==> src/rtl/serial_pkg.sv <==
// Shared definitions for the serial pair transmitter and its consumers.
//   state_e       : transmitter FSM states
//   WIDTH_DEFAULT : default operand width
//   cnt_width()   : bit counter width for a given operand width (minimum 1)
package serial_pkg;

  localparam int unsigned WIDTH_DEFAULT = 4;

  typedef enum logic [1:0] {
    IDLE  = 2'd0,
    CLEAR = 2'd1,
    SHIFT = 2'd2
  } state_e;

  function automatic int unsigned cnt_width(input int unsigned w);
    return (w > 1) ? $clog2(w) : 1;
  endfunction

endpackage

==> src/rtl/serial_pair_transmitter_if.sv <==
// Operand handshake and serial output bundle of the serial pair transmitter.
//   start/a_in/b_in : operand pair request (driven by the producer)
//   ready           : holding register empty
//   x_out/y_out     : MSB-first serial bits of a and b
//   bit_valid, frame_clear, last_bit, done : frame framing strobes
interface serial_pair_transmitter_if #(
  parameter int unsigned WIDTH = serial_pkg::WIDTH_DEFAULT
);
  logic             start;
  logic [WIDTH-1:0] a_in;
  logic [WIDTH-1:0] b_in;
  logic             ready;
  logic             x_out;
  logic             y_out;
  logic             bit_valid;
  logic             frame_clear;
  logic             last_bit;
  logic             done;

  modport master (
    output start, a_in, b_in,
    input  ready, x_out, y_out, bit_valid, frame_clear, last_bit, done
  );

  modport slave (
    input  start, a_in, b_in,
    output ready, x_out, y_out, bit_valid, frame_clear, last_bit, done
  );
endinterface

==> src/rtl/piso_shift_reg.sv <==
// Parallel-load, MSB-first shift register.
//   clk, rst_n : clock, synchronous active-low reset
//   load_i     : capture data_i (has priority over shift_i)
//   shift_i    : shift left by one, zero fill
//   data_i     : parallel load value
//   msb_o      : current most significant bit
module piso_shift_reg #(
  parameter int unsigned WIDTH = 4
) (
  input  logic             clk,
  input  logic             rst_n,
  input  logic             load_i,
  input  logic             shift_i,
  input  logic [WIDTH-1:0] data_i,
  output logic             msb_o
);

  logic [WIDTH-1:0] sr_q;
  logic [WIDTH-1:0] sr_d;

  always_comb begin
    sr_d = sr_q;
    if (load_i) begin
      sr_d = data_i;
    end else if (shift_i) begin
      sr_d = sr_q << 1;
    end
  end

  always_ff @(posedge clk) begin
    if (!rst_n) begin
      sr_q <= '0;
    end else begin
      sr_q <= sr_d;
    end
  end

  assign msb_o = sr_q[WIDTH-1];

endmodule

==> src/rtl/serial_pair_transmitter.sv <==
// Dual-channel parallel-to-serial transmitter feeding the serial comparator.
// Buffers one pending operand pair, emits a one-cycle frame_clear, then
// shifts both operands out MSB first, flagging the last bit and pulsing done.
//   clk   : system clock
//   reset : synchronous active-low reset
//   bus   : operand handshake and serial outputs (slave side)
module serial_pair_transmitter
  import serial_pkg::*;
#(
  parameter int unsigned WIDTH = WIDTH_DEFAULT
) (
  input  logic                     clk,
  input  logic                     reset,
  serial_pair_transmitter_if.slave bus
);

  localparam int unsigned CNT_W = cnt_width(WIDTH);

  state_e             state_q, state_d;
  logic [CNT_W-1:0]   cnt_q, cnt_d;
  logic               hold_full_q, hold_full_d;
  logic [WIDTH-1:0]   hold_a_q, hold_a_d;
  logic [WIDTH-1:0]   hold_b_q, hold_b_d;

  logic x_out_q, x_out_d;
  logic y_out_q, y_out_d;
  logic bit_valid_q, bit_valid_d;
  logic frame_clear_q, frame_clear_d;
  logic last_bit_q, last_bit_d;
  logic done_q, done_d;

  logic load;
  logic shift;
  logic a_msb;
  logic b_msb;

  piso_shift_reg #(.WIDTH(WIDTH)) u_sr_a (
    .clk    (clk),
    .rst_n  (reset),
    .load_i (load),
    .shift_i(shift),
    .data_i (hold_a_q),
    .msb_o  (a_msb)
  );

  piso_shift_reg #(.WIDTH(WIDTH)) u_sr_b (
    .clk    (clk),
    .rst_n  (reset),
    .load_i (load),
    .shift_i(shift),
    .data_i (hold_b_q),
    .msb_o  (b_msb)
  );

  // Next state, hold register and next registered outputs.
  // Output registers reflect the state being entered, so the shift register
  // MSB is sampled and shifted on the same edge that emits it.
  always_comb begin
    state_d     = state_q;
    cnt_d       = cnt_q;
    load        = 1'b0;
    shift       = 1'b0;
    done_d      = 1'b0;
    hold_full_d = hold_full_q;
    hold_a_d    = hold_a_q;
    hold_b_d    = hold_b_q;

    case (state_q)
      IDLE: begin
        if (hold_full_q) begin
          state_d = CLEAR;
          load    = 1'b1;
        end
      end
      CLEAR: begin
        state_d = SHIFT;
        cnt_d   = CNT_W'(WIDTH - 1);
        shift   = 1'b1;
      end
      SHIFT: begin
        if (cnt_q == '0) begin
          done_d = 1'b1;
          if (hold_full_q) begin
            state_d = CLEAR;
            load    = 1'b1;
          end else begin
            state_d = IDLE;
          end
        end else begin
          cnt_d = cnt_q - CNT_W'(1);
          shift = 1'b1;
        end
      end
      default: state_d = IDLE;
    endcase

    // A transfer only happens while full, and accepts only while empty.
    if (load) begin
      hold_full_d = 1'b0;
    end else if (bus.start && !hold_full_q) begin
      hold_full_d = 1'b1;
      hold_a_d    = bus.a_in;
      hold_b_d    = bus.b_in;
    end

    frame_clear_d = (state_d == CLEAR);
    bit_valid_d   = (state_d == SHIFT);
    last_bit_d    = bit_valid_d && (cnt_d == '0);
    x_out_d       = bit_valid_d && a_msb;
    y_out_d       = bit_valid_d && b_msb;
  end

  always_ff @(posedge clk) begin
    if (!reset) begin
      state_q       <= IDLE;
      cnt_q         <= '0;
      hold_full_q   <= 1'b0;
      hold_a_q      <= '0;
      hold_b_q      <= '0;
      x_out_q       <= 1'b0;
      y_out_q       <= 1'b0;
      bit_valid_q   <= 1'b0;
      frame_clear_q <= 1'b0;
      last_bit_q    <= 1'b0;
      done_q        <= 1'b0;
    end else begin
      state_q       <= state_d;
      cnt_q         <= cnt_d;
      hold_full_q   <= hold_full_d;
      hold_a_q      <= hold_a_d;
      hold_b_q      <= hold_b_d;
      x_out_q       <= x_out_d;
      y_out_q       <= y_out_d;
      bit_valid_q   <= bit_valid_d;
      frame_clear_q <= frame_clear_d;
      last_bit_q    <= last_bit_d;
      done_q        <= done_d;
    end
  end

  assign bus.ready       = ~hold_full_q;
  assign bus.x_out       = x_out_q;
  assign bus.y_out       = y_out_q;
  assign bus.bit_valid   = bit_valid_q;
  assign bus.frame_clear = frame_clear_q;
  assign bus.last_bit    = last_bit_q;
  assign bus.done        = done_q;

endmodule
==> src/flat_wrapper.sv <==
// flat-port wrapper written by rule: the top's interface ports become plain ports
module serial_pair_transmitter_flat import serial_pkg::*;
#(
  parameter int unsigned WIDTH = WIDTH_DEFAULT
)
  (clk, reset, bus_start, bus_a_in, bus_b_in, bus_ready, bus_x_out, bus_y_out, bus_bit_valid, bus_frame_clear, bus_last_bit, bus_done);
  serial_pair_transmitter_if #(.WIDTH(WIDTH)) bus_i ();
  input  logic clk;
  input  logic reset;
  input wire logic [$bits(bus_i.start)-1:0] bus_start;
  input wire logic [$bits(bus_i.a_in)-1:0] bus_a_in;
  input wire logic [$bits(bus_i.b_in)-1:0] bus_b_in;
  output wire logic [$bits(bus_i.ready)-1:0] bus_ready;
  output wire logic [$bits(bus_i.x_out)-1:0] bus_x_out;
  output wire logic [$bits(bus_i.y_out)-1:0] bus_y_out;
  output wire logic [$bits(bus_i.bit_valid)-1:0] bus_bit_valid;
  output wire logic [$bits(bus_i.frame_clear)-1:0] bus_frame_clear;
  output wire logic [$bits(bus_i.last_bit)-1:0] bus_last_bit;
  output wire logic [$bits(bus_i.done)-1:0] bus_done;
  assign bus_i.start = bus_start;
  assign bus_i.a_in = bus_a_in;
  assign bus_i.b_in = bus_b_in;
  assign bus_ready = bus_i.ready;
  assign bus_x_out = bus_i.x_out;
  assign bus_y_out = bus_i.y_out;
  assign bus_bit_valid = bus_i.bit_valid;
  assign bus_frame_clear = bus_i.frame_clear;
  assign bus_last_bit = bus_i.last_bit;
  assign bus_done = bus_i.done;
  serial_pair_transmitter #(.WIDTH(WIDTH)) u_core (.clk(clk), .reset(reset), .bus(bus_i));
endmodule
==> config.mk <==
export PLATFORM = sky130hd
export DESIGN_NAME = serial_pair_transmitter_flat
export DESIGN_NICKNAME = d
export VERILOG_FILES = /design/src/rtl/serial_pkg.sv /design/src/rtl/serial_pair_transmitter_if.sv /design/src/rtl/piso_shift_reg.sv /design/src/rtl/serial_pair_transmitter.sv /design/src/flat_wrapper.sv
export SDC_FILE = /design/constraint.sdc
export NUM_CORES = 1
export LEC_CHECK = 0
export CORE_MARGIN = 2
export CORE_UTILIZATION = 30
export DETAILED_ROUTE_END_ITERATION = 7
export GPL_TIMING_DRIVEN = 1
export PLACE_DENSITY_LB_ADDON = 0.12
export SYNTH_ARGS = -nofsm -noshare
export SYNTH_HDL_FRONTEND = slang
export SYNTH_HIERARCHICAL = 1
export SYNTH_SLANG_ARGS = --single-unit
==> constraint.sdc <==
create_clock -name clk -period 3.1 [get_ports clk]
set_input_delay 0.31 -clock clk [delete_from_list [all_inputs] [get_ports clk]]
set_output_delay 0.31 -clock clk [all_outputs]
set_load 0.1 [all_outputs]
==> results of run 1 <==
cell families after synthesis:
kind of cell | count (synthesis) | share of synthesized area [%]
DFF | 27 | 44.9
muxes | 6 | 5.61
adders and majority gates | 4 | 4.15
buffers and inverters | 11 | 4.05
and+or+nand+nor | 45 | 21.2
AOI/OAI and AO/OA | 31 | 20.1
flip-flops by register name, summed over array words and instances, names as in the netlist:
name / count
u_core/hold_a_q: 4
u_core/hold_b_q: 4
u_core/u_sr_a/sr_q: 4
u_core/u_sr_b/sr_q: 4
u_core/cnt_q: 2
u_core/state_q: 2
u_core/bus.bit_valid: 1
u_core/bus.done: 1
u_core/bus.frame_clear: 1
u_core/bus.last_bit: 1
u_core/bus.x_out: 1
u_core/bus.y_out: 1
u_core/hold_full_q: 1
path summary, 6_finish.rpt:
kind                            to  cells after the start
max reg2reg  u_core/u_sr_a/sr_q[2]                      6
min reg2reg       u_core/bus.x_out                      2
min               u_core/bus.x_out                      2
max          u_core/u_sr_a/sr_q[2]                      6
worst min-delay path: cells and delay by family (launching register included):
family	cells	cell delay (ps)
AND/OR/NAND/NOR	1	40
flip-flops	1	320
buffers and inverters	1	50
area by class of cell:
cell class / count / area share, %
clock buffer: 3 / 2.79
multi-input combinational: 86 / 41.6
sequential: 27 / 36.5
clock inverter: 1 / 0.507
inverter: 8 / 2.03
tap: 50 / 4.23
timing repair buffer: 19 / 12.3
synth_stat cells, types with 2 or more instances:
master,instances,area (um^2)
or2b_1,6,45.0
nor3_1,5,25.0
inv_1,7,26.3
or3b_1,2,17.5
nor2_1,4,15.0
and2_1,2,12.5
o21ai_0,2,10.0
nor2b_1,2,12.5
dfxtp_1,27,541
o21a_1,3,22.5
nand2_1,18,67.6
o211a_1,6,60.1
mux2_2,6,67.6
a21boi_1,2,15.0
a21oi_1,11,55.1
ha_1,4,50.1
clkbuf_1,2,7.51
cells in the final DEF, fill, tap and decap left out, types with 2 or more instances in the layout:
cell / n
mux2_2: 6
nor2b_1: 2
and2_1: 2
a21oi_1: 11
o21a_1: 3
clkdlybuf4s50_1: 16
ha_1: 4
o211a_1: 6
a21boi_1: 2
inv_1: 7
or2b_1: 6
nand2_1: 18
buf_4: 3
nor3_1: 5
clkbuf_8: 3
or3b_1: 2
dfxtp_1: 27
o21ai_0: 2
nor2_1: 4
metal layers:
metal | wire, um | GRT usage (%)
met1 | 1120 | 14.9
met2 | 998 | 17.8
met3 | 71 | 2.00
met4 | 18 | 5.36
met5 | 0 | 0
where the power goes:
group	internal (mW)	switching [mW]
combinational	0.0772	0.110
clock	0.0913	0.117
sequential	0.373	0.0187
==> impl_metrics.env, run 1 <==
export IMPL_syn_to_final_growth_pct=22.8
export IMPL_synthArstFlopShare_pct=0
export IMPL_synth_edf_count=0
export IMPL_finalHoldWorstSlack_ps=451
export IMPL_synth_area_um2=1200
export IMPL_r2r_slack_ps=1070
export IMPL_cts_tree="done"
export IMPL_power_density_nw_per_um2=532
export IMPL_dieArea_um2=4540
export IMPL_total_power_uw=788
export IMPL_gp_congestion=0.705
export IMPL_path_class="register to register"
export IMPL_fin_skew_ps=5.62
export IMPL_initial_core_util_pct=30.6
export IMPL_final_cell_area_um2=1480
export IMPL_ir_drop_mv=0.166
export IMPL_final_cell_count_no_fill=194
export IMPL_grt_pass1_vias=821
export IMPL_viasPerCell=4.58
export IMPL_grt_start_max_net_pins=17
export IMPL_clock_root_buffer="clkbuf_8"
export IMPL_drv_slew=0
export IMPL_rows=23
export IMPL_h_tree_depth=1
export IMPL_status="completed"
export IMPL_relSlewSlack_pct=35.7
export IMPL_final_min_clock_period_ps=2030
export IMPL_cts_hold_buf=0
export IMPL_cp_common_cell="o21a_1"
export IMPL_synth_ff_type="dfxtp_1"
export IMPL_wl_um=2210
export IMPL_cts_setup_buffers=0
export IMPL_end_kind="register"
export IMPL_crit_arrival_ps=2210
export IMPL_rsz0062_at_grt="false"
export IMPL_utilization_pct=37.5
export IMPL_fill_cells=396
export IMPL_path_max_fanout=8
export IMPL_timing_final_crit_share_pct=65.6
export IMPL_pre_cts_slack_ps=1080
export IMPL_hold_start="u_core/u_sr_a/sr_q[3]"
export IMPL_finalSetupViolCount=0
export IMPL_vias=888
export IMPL_die_height_um=67.4
export IMPL_grt_overflow=0
export IMPL_seq_area_frac_synth_pct=44.9
export IMPL_leakagePower_nw=0.606
export IMPL_grt_antenna_before_repair=0
export IMPL_setup_slack_ps=1070
export IMPL_synthesis_nets=139
export IMPL_drt_pass1_iterations=4
export IMPL_cts_resized=0
export IMPL_critical_path_buf_inv_count=1
export IMPL_cts_sinks=27
export IMPL_port_buffers=17
export IMPL_cpPeakStageDelay_ps=380
export IMPL_clock_path_buffers=2
export IMPL_cts_buffers=3
export IMPL_cp_startpoint="u_core/state_q[0]"
export IMPL_fin_nets=160
export IMPL_worstReg2RegStart="u_core/state_q[0]"
export IMPL_setup_tns_ps=0
export IMPL_drive_above_1_share_pct=12.5
export IMPL_design_core_area_um2=3940
export IMPL_fmax_mhz=492
export IMPL_drc_errors=0
export IMPL_tightest_slew_ps=962
export IMPL_insertedDiodeCount=0
export IMPL_min_path_type="register to register"
export IMPL_post_drt_wl_per_cell_um=11.4
export IMPL_critPathSlowestCell="mux2_2"
export IMPL_ys_ff_latch=27
export IMPL_netlist_cell_type_count=32
export IMPL_grt_pass1_wl_um=3810
export IMPL_maxCapViolations=0
export IMPL_dpl_cell_area_um2=1430
export IMPL_ff_latch_area_um2=541
export IMPL_postRouteAntennaNets=0
export IMPL_start_kind="register"
export IMPL_multiInputGateArea_um2=616
export IMPL_syn_area_per_cell_um2=9.72
export IMPL_yosysWarnings=6
export IMPL_die_w_um=67.4
export IMPL_hold_viol_final=0
export IMPL_drt_initial_drc_count=32
export IMPL_dpl_cell_count=190
export IMPL_crit_family="compound AO/OA/AOI/OAI gates"
export IMPL_path_clk_slew_ps=100
export IMPL_cp_required_ps=3280
export IMPL_crit_chain="inv_1, ha_1, o21a_1, o21a_1, mux2_2, o211a_1"
export IMPL_insertion_delay_ps=280
export IMPL_io_pins=18
export IMPL_netlist_instances=124
export IMPL_place_hpwl_um=1630
export IMPL_track_usage_pct=11.3
(Power assumes the default switching activity.)
==> run 2: changes to the inputs <==
==> constraint.sdc (replaced) <==
create_clock -name clk -period 2 [get_ports clk]
set_input_delay 0.2 -clock clk [delete_from_list [all_inputs] [get_ports clk]]
set_output_delay 0.2 -clock clk [all_outputs]
set_load 0.1 [all_outputs]
==> impl_metrics.env, run 2 (synthesis results as in run 1) <==
export IMPL_drive_above_1_share_pct=21.5
export IMPL_maxCapViolations=0
export IMPL_layout_commonest_cell="dfxtp_1"
export IMPL_tightest_slew_ps=301
export IMPL_final_cell_mix="dfxtp_1, nand2_1, buf_4"
export IMPL_use_met1_pct=14.0
export IMPL_grt_pass1_wl_um=3860
export IMPL_grt_pass1_vias=866
export IMPL_status="completed"
export IMPL_use_met3_pct=2.50
export IMPL_drt_pass1_iterations=4
export IMPL_syn_to_final_growth_pct=26.4
export IMPL_port_buffers=17
export IMPL_drc_errors=0
export IMPL_clock_path_buffers=2
export IMPL_place_hpwl_um=1780
export IMPL_rows=23
export IMPL_insertion_delay_ps=270
export IMPL_start_kind="register"
export IMPL_relSlewSlack_pct=79.9
export IMPL_drv_slew=0
export IMPL_fill_cells=386
export IMPL_h_tree_depth=1
export IMPL_insertedDiodeCount=0
export IMPL_grt_overflow=0
export IMPL_setup_tns_ps=0
export IMPL_cts_buffers=3
export IMPL_timing_final_crit_share_pct=90.9
export IMPL_io_pins=18
export IMPL_dpl_cell_area_um2=1470
export IMPL_hold_viol_final=0
export IMPL_grt_antenna_before_repair=0
export IMPL_dieArea_um2=4540
export IMPL_track_usage_pct=11.3
export IMPL_drt_initial_drc_count=20
export IMPL_end_kind="register"
export IMPL_leakagePower_nw=0.653
export IMPL_finalSetupViolCount=0
export IMPL_utilization_pct=38.6
export IMPL_postRouteAntennaNets=0
export IMPL_path_max_fanout=8
export IMPL_power_density_nw_per_um2=812
export IMPL_post_drt_wl_per_cell_um=11.5
export IMPL_fin_skew_ps=1.87
export IMPL_cts_setup_buffers=0
export IMPL_ir_drop_mv=0.288
export IMPL_busiest_layer="met2"
export IMPL_min_path_type="register to register"
export IMPL_vias=931
export IMPL_design_core_area_um2=3940
export IMPL_fmax_mhz=550
export IMPL_rsz0062_at_grt="false"
export IMPL_use_met2_pct=18.9
export IMPL_viasPerCell=4.68
export IMPL_grt_start_max_net_pins=17
export IMPL_wl_um=2290
export IMPL_crit_arrival_ps=1990
export IMPL_path_class="register to register"
export IMPL_fin_nets=165
export IMPL_die_w_um=67.4
export IMPL_gp_congestion=0.733
export IMPL_final_cell_area_um2=1520
export IMPL_clock_root_buffer="clkbuf_8"
export IMPL_cts_sinks=27
export IMPL_cp_required_ps=2170
export IMPL_final_min_clock_period_ps=1820
export IMPL_path_clk_slew_ps=100
export IMPL_die_height_um=67.4
export IMPL_cts_tree="done"
export IMPL_initial_core_util_pct=30.6
-- run 2: power breakdown --
part           internal [mW]  switching (mW)  total (mW)
clock network          0.141           0.176       0.317
registers              0.579          0.0313       0.610
logic                  0.134           0.175       0.309
-- run 2: worst max-delay path: stages, from the launching register on --
cell	delay, ps
dfxtp_2	360
inv_1	80
ha_1	240
o21a_1	230
o21a_2	240
mux2_2	360
o211a_1	200
-- run 2: path summary, 6_finish.rpt --
check	startpoint	end	slack [ps]	depth (start not counted)
max	u_core/state_q[0]	u_core/u_sr_a/sr_q[1]	180	6
min	u_core/u_sr_a/sr_q[3]	u_core/bus.x_out	450	2
max reg2reg	u_core/state_q[0]	u_core/u_sr_a/sr_q[1]	180	6
min reg2reg	u_core/u_sr_a/sr_q[3]	u_core/bus.x_out	450	2
-- run 2: repair_timing --
item                       4_1_cts  5_1_grt
hold buffers                     0        0
setup endpoints to repair        0        7
resized for setup                0        3
-- run 2: layout make-up --
class                   count  area, um^2  area share [%]
repair buffers             24         218            14.3
flip-flops and latches     27         542            35.6
clock buffers               3        41.3            2.71
multi-input cells          86         622            40.8
inverters                   8        30.0            1.97
clock inverters             1        7.51           0.493
well taps                  50        62.6            4.11
-- run 2: routing by layer --
metal / routed length [um] / part of all wire (%)
met3: 82 / 3.6
met2: 1100 / 48
met4: 28 / 1.2
met5: 0 / 0
met1: 1070 / 47
-- run 2: stage by stage --
stage | hold slack (ps) | cells | total power [mW] | setup WS [ps]
2_1_floorplan | 318 | 124 | 0.835 | 41.1
3_3_place_gp | 431 | 195 | 0.928 | 75.1
3_5_place_dp | 440 | 195 | 0.931 | 63.6
4_1_cts | 456 | 199 | 1.25 | 40.8
5_1_grt | 458 | 199 | 1.31 | 34.8
6_report | 452 | 199 | 1.24 | 183
==> run 3: changes to the inputs <==
--- a/config.mk
+++ b/config.mk
@@ -6,7 +6,7 @@
 export NUM_CORES = 1
 export LEC_CHECK = 0
 export CORE_MARGIN = 2
-export CORE_UTILIZATION = 30
+export CORE_UTILIZATION = 52
 export DETAILED_ROUTE_END_ITERATION = 7
 export GPL_TIMING_DRIVEN = 1
 export PLACE_DENSITY_LB_ADDON = 0.12
==> impl_metrics.env, run 3 (synthesis results as in run 1) <==
export IMPL_drt_pass1_iterations=4
export IMPL_fin_nets=164
export IMPL_post_drt_wl_per_cell_um=12.3
export IMPL_design_core_area_um2=2190
export IMPL_viasPerCell=5.13
export IMPL_insertion_delay_ps=310
export IMPL_dieArea_um2=2720
export IMPL_total_power_mw=1.14
export IMPL_grt_start_max_net_pins=17
export IMPL_cts_tree="done"
export IMPL_gp_congestion=0.760
export IMPL_die_w_um=52.1
export IMPL_r2r_cells=6
export IMPL_place_hpwl_um=1660
export IMPL_finalHoldWorstSlack_ps=414
export IMPL_status="completed"
export IMPL_wl_um=2160
export IMPL_grt_pass1_wl_um=3850
export IMPL_vias=903
export IMPL_final_min_clock_period_ps=1860
export IMPL_grt_overflow=0
export IMPL_cp_required_ps=2230
export IMPL_relSlewSlack_pct=61.4
export IMPL_tightest_slew_ps=578
export IMPL_finalSetupViolCount=0
export IMPL_ir_drop_mv=0.495
export IMPL_hold_start="bus_b_in[1]"
export IMPL_final_cell_count_no_fill=176
export IMPL_cts_setup_buffers=0
export IMPL_cts_buffers=3
export IMPL_worstReg2RegEnd="u_core/u_sr_b/sr_q[3]"
export IMPL_rsz0062_at_grt="false"
export IMPL_maxCapViolations=0
export IMPL_power_density_nw_per_um2=781
export IMPL_hold_viol_final=0
export IMPL_worstReg2RegStart="u_core/state_q[0]"
export IMPL_h_tree_depth=1
export IMPL_final_cell_mix="dfxtp_1, nand2_1, buf_4"
export IMPL_clock_root_buffer="clkbuf_4"
export IMPL_r2r_slack_ps=140
export IMPL_insertedDiodeCount=0
export IMPL_path_max_fanout=8
export IMPL_rows=17
export IMPL_fin_skew_ps=5.46
export IMPL_drc_errors=0
export IMPL_path_clk_slew_ps=140
export IMPL_port_buffers=17
export IMPL_initial_core_util_pct=55.0
export IMPL_crit_arrival_ps=2090
export IMPL_fmax_mhz=537
export IMPL_clock_path_buffers=2
export IMPL_whs_path_depth=3
export IMPL_layout_commonest_cell="dfxtp_1"
export IMPL_syn_to_final_growth_pct=20.7
export IMPL_min_path_type="primary input to register"
export IMPL_setup_tns_ps=0
export IMPL_min_to="u_core/hold_b_q[1]"
export IMPL_drive_above_1_share_pct=20.9
export IMPL_grt_antenna_before_repair=0
export IMPL_path_class="register to register"
export IMPL_drv_slew=0
export IMPL_start_kind="register"
export IMPL_leakagePower_nw=0.640
export IMPL_die_height_um=52.1
export IMPL_end_kind="register"
export IMPL_dpl_cell_count=172
export IMPL_io_pins=18
export IMPL_track_usage_pct=19.1
export IMPL_drt_initial_drc_count=10
export IMPL_cts_sinks=27
export IMPL_timing_final_crit_share_pct=93.1
export IMPL_postRouteAntennaNets=0
export IMPL_grt_pass1_vias=887
[run 3: changes by cell type in the layout (fill, tap and decap cells not counted), sizes merged]
| cell | delta |
|---|---|
| clkinv | +1 |
| clkinvlp | -1 |
| buf | -1 |
[run 3: area by class of cell]
cell class | instances | area (um^2)
clock buffer | 3 | 22.5
clock inverter | 1 | 5.00
fill | 187 | 737
inverter | 8 | 30.0
multi-input combinational | 86 | 622
sequential | 27 | 542
tap | 28 | 35.0
timing repair buffer | 23 | 198
[run 3: routing by layer]
metal  part of all wire (%)  vias to the layer above  GRT usage [%]  wire length [um]
li1                       -                      479              -                 -
met1                     49                      406           26.4              1060
met2                     47                       16           30.0              1010
met3                    3.5                        2           2.30                75
met4                   0.46                        0           8.12                10
met5                      0                        -              0                 0
[run 3: worst max path at each step]
stage                     slack (ps)  cells past startpoint         startpoint                     to
after global placement           140                      6  u_core/state_q[0]  u_core/u_sr_a/sr_q[2]
after CTS                         30                      6  u_core/state_q[0]  u_core/u_sr_b/sr_q[3]
after detailed placement          40                      6  u_core/state_q[0]  u_core/u_sr_b/sr_q[3]
final                            140                      6  u_core/state_q[0]  u_core/u_sr_b/sr_q[3]
after floorplan                   40                      7  u_core/state_q[0]  u_core/u_sr_a/sr_q[1]
after global routing              10                      6  u_core/state_q[0]  u_core/u_sr_b/sr_q[3]
[run 3: stage by stage]
step           setup slack, ps  cell area [um^2]  util, %
6_report                   137              1450     66.4
5_1_grt                   11.9              1450     66.4
4_1_cts                   27.4              1450     66.0
3_5_place_dp              42.6              1420     64.8
3_3_place_gp               135              1420     64.8
2_1_floorplan             41.1              1200        -
[run 3: critical path, cell delays in order, from the launching register on]
cell and delay [ps]:
dfxtp_2 370, inv_1 80, ha_1 260, o21a_1 250, o21a_2 250, mux2_2 360, o211a_1 200
[run 3: report_power, final]
part	internal (mW)	total, mW	switching, mW
Sequential	0.579	0.609	0.0303
Clock	0.0747	0.225	0.150
Combinational	0.128	0.302	0.174
Total	0.781	1.14	0.355
[run 3: timing repair]
item	4_1_cts	5_1_grt
hold buffers	0	0
endpoints found under the hold margin	0	0
resized for setup	0	3
setup endpoints to repair	0	7
